## src/rtl/tran_switch_sched.sv

```systemverilog
// Break-before-make round-robin scheduler for a shared switched net.
// Sequences switch-on, driver-on, driver-off, switch-off and dead time per owner.
module tran_switch_sched #(
  parameter int unsigned N_REQ    = 4,
  parameter int unsigned DEAD_CYC = 2,
  parameter int unsigned MAX_HOLD = 16
) (
  input  logic                       clk,
  input  logic                       rst_n,
  input  logic [N_REQ-1:0]           req,
  input  logic                       kill,
  output logic [N_REQ-1:0]           gnt,
  output logic [N_REQ-1:0]           sw_en,
  output logic [N_REQ-1:0]           drv_en,
  output logic [$clog2(N_REQ)-1:0]   owner,
  output logic                       busy
);

  localparam int unsigned OW       = $clog2(N_REQ);
  localparam int unsigned HOLD_LIM = (MAX_HOLD > 0) ? MAX_HOLD - 1 : 0;
  localparam int unsigned HW       = (HOLD_LIM > 0) ? $clog2(HOLD_LIM + 1) : 1;
  localparam int unsigned DW       = (DEAD_CYC > 1) ? $clog2(DEAD_CYC) : 1;

  typedef enum logic [2:0] {
    S_IDLE,
    S_MAKE,
    S_OWN,
    S_BREAK,
    S_DEAD
  } state_t;

  state_t            state_q, state_d;
  logic [OW-1:0]     rr_ptr, rr_d;
  logic [HW-1:0]     hold_cnt, hold_d;
  logic [DW-1:0]     dead_cnt, dead_d;
  logic [N_REQ-1:0]  gnt_d, sw_d, drv_d;
  logic [OW-1:0]     owner_d;
  logic              busy_d;

  logic [N_REQ-1:0]  own_oh, pick_oh;
  logic [OW-1:0]     pick_idx, cand;
  logic              pick_found;
  logic              preempt;

  assign own_oh  = N_REQ'(1) << owner;
  assign pick_oh = N_REQ'(1) << pick_idx;
  assign preempt = (MAX_HOLD != 0) && (hold_cnt == HW'(HOLD_LIM)) && (|(req & ~own_oh));

  // First requester at or above rr_ptr, wrapping.
  always_comb begin
    pick_found = 1'b0;
    pick_idx   = '0;
    cand       = '0;
    for (int unsigned i = 0; i < N_REQ; i++) begin
      cand = OW'((32'(rr_ptr) + i) % N_REQ);
      if (!pick_found && req[cand]) begin
        pick_found = 1'b1;
        pick_idx   = cand;
      end
    end
  end

  // Next-state and next-output logic; every output is registered below.
  always_comb begin
    state_d = state_q;
    gnt_d   = gnt;
    sw_d    = sw_en;
    drv_d   = drv_en;
    owner_d = owner;
    rr_d    = rr_ptr;
    hold_d  = hold_cnt;
    dead_d  = dead_cnt;
    case (state_q)
      S_IDLE: begin
        if (pick_found) begin
          owner_d = pick_idx;
          gnt_d   = pick_oh;
          sw_d    = pick_oh;
          drv_d   = '0;
          rr_d    = OW'((32'(pick_idx) + 32'd1) % N_REQ);
          state_d = S_MAKE;
        end
      end
      S_MAKE: begin
        if (kill) begin
          gnt_d   = '0;
          drv_d   = '0;
          state_d = S_BREAK;
        end else begin
          drv_d   = own_oh;
          hold_d  = '0;
          state_d = S_OWN;
        end
      end
      S_OWN: begin
        if (!req[owner] || kill || preempt) begin
          gnt_d   = '0;
          drv_d   = '0;
          state_d = S_BREAK;
        end else if (hold_cnt < HW'(HOLD_LIM)) begin
          hold_d = hold_cnt + HW'(1);
        end
      end
      S_BREAK: begin
        sw_d    = '0;
        dead_d  = DW'(DEAD_CYC - 1);
        state_d = S_DEAD;
      end
      S_DEAD: begin
        if (dead_cnt == '0) begin
          state_d = S_IDLE;
        end else begin
          dead_d = dead_cnt - DW'(1);
        end
      end
      default: begin
        gnt_d   = '0;
        sw_d    = '0;
        drv_d   = '0;
        state_d = S_IDLE;
      end
    endcase
    busy_d = (state_d != S_IDLE);
  end

  // Reset opens every switch at once; nothing is left driving the net.
  always_ff @(posedge clk or negedge rst_n) begin
    if (!rst_n) begin
      state_q  <= S_IDLE;
      gnt      <= '0;
      sw_en    <= '0;
      drv_en   <= '0;
      owner    <= '0;
      rr_ptr   <= '0;
      hold_cnt <= '0;
      dead_cnt <= '0;
      busy     <= 1'b0;
    end else begin
      state_q  <= state_d;
      gnt      <= gnt_d;
      sw_en    <= sw_d;
      drv_en   <= drv_d;
      owner    <= owner_d;
      rr_ptr   <= rr_d;
      hold_cnt <= hold_d;
      dead_cnt <= dead_d;
      busy     <= busy_d;
    end
  end

endmodule
```

## config.mk

```make
export PLATFORM = sky130hd
export DESIGN_NAME = tran_switch_sched
export DESIGN_NICKNAME = d
export VERILOG_FILES = /design/src/rtl/tran_switch_sched.sv
export SDC_FILE = /design/constraint.sdc
export NUM_CORES = 1
export LEC_CHECK = 0
export ABC_AREA = 1
export CAP_MARGIN = 20
export CORE_MARGIN = 4
export CORE_UTILIZATION = 40
export DETAILED_ROUTE_END_ITERATION = 7
export HOLD_SLACK_MARGIN = 0.05
export PLACE_DENSITY = 0.62
export RECOVER_POWER = 50
export SYNTH_ARGS = -nofsm -noshare
export SYNTH_HDL_FRONTEND = slang
export SYNTH_SLANG_ARGS = --single-unit
export TNS_END_PERCENT = 10
```

## constraint.sdc

```tcl
create_clock -name clk -period 1.7 [get_ports clk]
set_clock_uncertainty 0.1 [all_clocks]
set_input_delay 0.34 -clock clk [delete_from_list [all_inputs] [get_ports clk]]
set_output_delay 0.34 -clock clk [all_outputs]
set_load 0.01 [all_outputs]
```

# Yosys cells after proc, flatten, opt, wreduce, memory -nomap -nowiden
# Cells that the tools add are included.
[word_totals]
regBits = 25
in_bits = 7
output_inout_bits = 15
wordCells = 97
[classes]
add_sub_neg = 6
n_lt_le_gt_ge = 6
eq_ne = 11
shifts = 2
n_mux = 37
n_bitwise = 4
n_reduce_logical = 22
[ops]
columns = ["operator", "n"]
rows = [
  ["2-to-1 mux 4 bit", 8],
  ["one-hot mux 4 bit (4 select lines)", 2],
  ["one-hot mux 4 bit (2 select lines)", 2],
  ["less-than comparator 2 x 3 -> 1 bit, second input constant", 5],
  ["one-hot mux 3 bit (5 select lines)", 1],
  ["!= test 2 bit, second input constant", 6],
  ["2-to-1 mux 1 bit", 11],
  ["binary-select mux 1 bit (select 2 bit)", 5],
  ["2-to-1 mux 3 bit", 3],
  ["2-to-1 mux 2 bit", 4],
  ["AND reduction 4 bit", 2],
  ["<< shifter 1 x 2 -> 4 bit, first input constant", 2],
  ["== test 3 x 2 -> 1 bit, second input constant", 2],
  ["adder 2 x 1 -> 2 bit, second input constant", 2],
  ["adder 2 bit, second input constant", 2],
  ["adder 4 x 1 -> 4 bit, second input constant", 1],
  ["AND 4 bit", 1],
  ["== test 4 bit, second input constant", 1],
  ["logical AND 1 bit", 4],
  ["zero test 1 bit", 4],
  ["less-than comparator 4 bit, second input constant", 1],
  ["inverter 4 bit", 1],
  ["AND reduction 2 bit", 2],
  ["nonzero test 2 bit", 2],
  ["12 further kinds", 14],
]

# Logic depth before layout (Yosys ltp)
# Gate-level depths: netlist of run 1.
[depth]
ltp_word = 15
depth_mapped = 14
depth_no_buf = 13

# Worst setup path before layout of run 1
# Ideal clock, no wire load.
[synth_timing]
kind = "register to register"
startpoint = "reg rr_ptr[0]"
endpoint = "reg rr_ptr[1]"
arrival_time_ns = 1.613
t_required_ns = 1.476
path_slack_ns = -0.137
path_stages_with_launch = 14
period_less_slack_ns = 1.837
cell_sequence = "dfrtp_1 -> buf_6 -> inv_4 -> nand2_1 -> nand3_1 -> nand2_2 -> nor2_8 -> nand3_1 -> nand3_1 -> nand2_1 -> inv_1 -> ha_1 -> nand2_1 -> o21ai_1"
[synth_via]
elab_chain_cells = 13
word_cells_on_any_way = 27
classes_between = "4 x add/sub; 16 x mux; 7 x reduce/logical"
[synth_rtl]
columns = ["element", "line", "text"]
rows = [
  ["from (decl)", "33", "logic [OW-1:0] rr_ptr, rr_d;"],
  ["from (signal assigned)", "144", "rr_ptr <= rr_d;"],
  ["branches (longest 11 deep; another with adder 2 x 1 -> 2 bit)", "-", ""],
  ["2-to-1 mux 2 bit (*)", "56", "if (!pick_found && req[cand]) begin"],
  ["net pick_idx[1]", "41", "logic [OW-1:0] pick_idx, cand;"],
  ["adder 2 x 1 -> 2 bit (*)", "80", "rr_d = OW'((32'(pick_idx) + 32'd1) % N_REQ);"],
]
# Mark *: on every way through the listed nets, which the timed path passes. The select of a mux whose other input is x is not followed.
# A chain may end at the register's enable or synchronous reset.

# Worst setup path in the final report of run 1
# Ends and elaborated chain as after synthesis.

==> results of run 1 <==
sequential cells by signal, indices dropped and copies added, names as in the netlist:
signal    flops
hold_cnt      4
busy          1
gnt           4
rr_ptr        2
drv_en        4
dead_cnt      1
owner         2
state_q       3
sw_en         4
worst min-delay path by stage:
| stage | end | slack [ns] | cells after the start |
|---|---|---|---|
| 2_1_floorplan | busy | -0.06 | 0 |
| 3_3_place_gp | drv_en[3] | 0.36 | 2 |
| 3_5_place_dp | drv_en[3] | 0.36 | 2 |
| 4_1_cts | hold_cnt[2] | 0.32 | 2 |
| 5_1_grt | drv_en[0] | 0.40 | 2 |
| 6_report | drv_en[0] | 0.38 | 2 |
power groups by stage:
stage,logic (uW),clock network (uW),registers (uW)
2_1_floorplan,1730,0,992
3_3_place_gp,2580,0,1030
3_5_place_dp,2600,0,1030
4_1_cts,2670,384,1030
5_1_grt,3080,405,1080
6_report,2710,367,1040
placed cells by master, fill, tap and decap left out, types with 5 or more instances in the layout:
cell type / instances
nand2_1: 75
inv_1: 18
nand3_2: 7
nor2_1: 10
inv_2: 7
nand3_1: 13
clkdlybuf4s50_1: 14
nand4_1: 10
ha_1: 5
buf_4: 20
dfrtp_1: 22
nand2_2: 12
dlygate4sd2_1: 6
final cells by class:
| cell class | instances | area, sq um | share of cell area, % |
|---|---|---|---|
| tap | 48 | 60.1 | 2.86 |
| inverter | 26 | 100 | 4.77 |
| clock inverter | 1 | 7.51 | 0.358 |
| timing repair buffer | 42 | 358 | 17.0 |
| clock buffer | 3 | 41.3 | 1.97 |
| sequential | 25 | 629 | 30.0 |
| multi-input combinational | 157 | 903 | 43.0 |
worst register-to-register path: cells and delay by family, from the launching register on:
| kind | cells | cell delay [ns] |
|---|---|---|
| simple gates | 6 | 0.51 |
| flops | 1 | 0.49 |
| fa+ha+maj | 1 | 0.26 |
| compound gates | 1 | 0.05 |
| buf+inv | 4 | 0.35 |
kinds of logic (layout without fill, tap and decap cells):
group	after synthesis	in the layout	synth area share [%]
AO/OA/AOI/OAI	9	9	3.39
buffers and inverters	29	72	7.84
adder cells (fa/ha/maj)	5	5	4.04
flip-flops	25	25	40.4
AND/OR/NAND/NOR	142	142	43.7
XOR/XNOR	1	1	0.566
layer usage:
layer	GRT usage, %	up-vias	share of wire [%]	wire, um
met2	23.2	15	43	1450
met1	23.0	619	53	1780
li1	-	763	-	-
met4	3.83	0	1.1	38
met3	2.59	4	2.6	86
met5	0	-	0	0
through the flow:
stage	instance area, sq um	hold WS, ns	total power (uW)	setup TNS, ns	setup slack [ns]
floorplan	1590	-0.0556	2730	-0.407	-0.0846
CTS	2070	0.321	4080	-1.53	-0.175
global route	2100	0.399	4570	-3.57	-0.332
detailed placement	1990	0.361	3630	-8.89	-0.552
global placement	1990	0.358	3620	-8.46	-0.533
finish	2100	0.378	4120	-1.52	-0.171
what timing repair did:
action	4_1_cts	5_1_grt
buffers inserted	0	0
setup endpoints to repair	21	22
gates resized for setup	17	7
pin swaps	4	1
==> run_results.csv, run 1 <==
group,metric,value,unit
critical_path,reg2reg_to,"rr_ptr[1]",
critical_path,end_kind,"flop",
global_routing,grt_max_degree,26,
cts,clkTransAtPathRegs,0.09,ns
run_status,violations,"negative setup slack",
power_and_ir_drop,p_leak,0.00112,uW
drt,drtAntennaViolNets,0,
global_routing,grt_pass1_vias,1366,
global_routing,track_usage,15.4,%
logic_synthesis,syn-num-nets,223,
run_status,status,"finished with violations",
global_routing,gr-total-overflow,0,
cts,clk-insertion-delay-late,0.27,ns
timing,setup_slack,-0.171,ns
logic_synthesis,yosysMostFrequentCell,"nand2_1",
final_layout,drive_gt1_share,28.3,%
logic_synthesis,synthArstFlopShare,100,%
critical_path,regToRegStartpoint,"rr_ptr[0]",
timing,rsz0062_at_grt,"yes",
timing,finalHoldViolCount,0,
power_and_ir_drop,peakVddDrop,0.991,mV
drt,drt-pass1-iter-count,4,
placement,dp_hpwl,2.59,mm
placement,port_buffers,21,
power_and_ir_drop,p_seq_share,25.2,%
timing,tightest_slew,0.626,ns
power_and_ir_drop,power_density,1960,mW/mm^2
critical_path,crit_top_cell,"nand2_2",
floorplan,start_util,42.0,%
power_and_ir_drop,switchingPower,2000,uW
cts,cts_buffers,3,
critical_path,worstSetupStartpointType,"flop",
logic_synthesis,synthFlopType,"dfrtp_1",
timing,finalSetupViolations,11,
power_and_ir_drop,intPower,2110,uW
floorplan,coreArea,0.00369,sq mm
logic_synthesis,synth_edf_count,0,
logic_synthesis,ys_types,25,
logic_synthesis,ys_top_cells_by_count,"83 x nand2_1, 25 x dfrtp_1, 22 x inv_1, 19 x nand3_1, 12 x nor2_1",
power_and_ir_drop,p_sw_share,48.7,%
logic_synthesis,postSynthRegisterBits,25,
critical_path,slowest_stage,"dfrtp_2",
logic_synthesis,synth_top_area_share,40.4,%
placement,dpl.cell_count,298,
final_layout,area_growth,35.7,%
floorplan,die_width,70.2,um
power_and_ir_drop,p_clk_share,8.9,%
cts,cts.hold.buffers_added,0,
drt,vias_per_cell,4.64,
global_routing,grt_first_pass_wirelength,6.29,mm
floorplan,ios,22,
final_layout,utilization,56.9,%
timing,fmax,0.534,GHz
timing,slew_violations,0,
critical_path,crit_required,1.76,ns
critical_path,cp_data_arrival_time,1.94,ns
critical_path,worstSetupStartpoint,"rr_ptr[0]",
logic_synthesis,yosys-top-cells-area,"dfrtp_1 40%, nand2_1 20%, nand3_1 6.1%",
timing,slew_headroom,58.3,%
critical_path,critPathMaxStageDelay,0.49,ns
floorplan,die_area,0.00493,sq mm
placement,place.gp.congestion,0.814,
critical_path,worstSetupPathType,"flop to flop",
final_layout,fin_cells,302,
cts,cts_root_buffer,"clkbuf_8",
critical_path,cp.depth,12,
critical_path,path_cells,"inv_4 -> nand2_2 -> nand3_2 -> nand2_4 -> inv_1 -> buf_4 -> nand3_1 -> nand2_2 -> inv_2 -> ha_1 -> nand2_1 -> o21ai_1",
hold_path,hold_class,"flop to flop",
drt,drt_iter0_drc,74,
critical_path,path_buf_inv,4,
logic_synthesis,ys.warnings.count,0,
drt,wirelength,3.35,mm
drt,drc_errors,0,
cts,clk_path_buf_depth,2,
floorplan,fp.dieH,70.2,um
floorplan,std_cell_rows,22,
logic_synthesis,synth.avg_cell_area,7.34,sq um
critical_path,crit_path_end,"rr_ptr[1]",
global_routing,antenna_found_initial,0,
power_and_ir_drop,p_comb_share,65.9,%
logic_synthesis,syn-cell-area,0.00155,sq mm
drt,vias,1401,
timing,fin_crit_sh,110,%
logic_synthesis,syn-instance-count,211,
final_layout,nFillCells,384,
final_layout,final_nets,267,
logic_synthesis,seq_area_frac_synth,40.4,%
cts,cts_tree,"done",
flow_run,drv_cap,0,
critical_path,worstPathMaxFanout,8,
critical_path,crit_family,"simple AND/OR/NAND/NOR gates",
hold_path,hp-start,"drv_en[0]",
drt,drt-wirelength-per-cell,11.1,um
timing,fin_crit,1.87,ns
cts,h-tree-depth,1,
logic_synthesis,yosysTopAreaCell,"dfrtp_1",
critical_path,reg2reg_depth,12,
final_layout,diodes,0,
cts,clkSinkCount,25,
critical_path,r2r_setup_slack,-0.17,ns
(Power assumes the default switching activity.)
==> run 2: changes to the inputs <==
--- a/config.mk
+++ b/config.mk
@@ -9,6 +9,7 @@
 export CAP_MARGIN = 20
 export CORE_MARGIN = 4
 export CORE_UTILIZATION = 40
+export CTS_CLUSTER_SIZE = 12
 export DETAILED_ROUTE_END_ITERATION = 7
 export HOLD_SLACK_MARGIN = 0.05
 export PLACE_DENSITY = 0.62
==> results of run 2 <==
The final DEF is identical to that of run 1; final timing and power are the same.
==> run 3: changes to the inputs <==
--- a/config.mk
+++ b/config.mk
@@ -13,7 +13,7 @@
 export DETAILED_ROUTE_END_ITERATION = 7
 export HOLD_SLACK_MARGIN = 0.05
 export PLACE_DENSITY = 0.62
-export RECOVER_POWER = 50
+export RECOVER_POWER = 25
 export SYNTH_ARGS = -nofsm -noshare
 export SYNTH_HDL_FRONTEND = slang
 export SYNTH_SLANG_ARGS = --single-unit
==> results of run 3 <==
The final DEF is identical to that of run 1; final timing and power are the same.
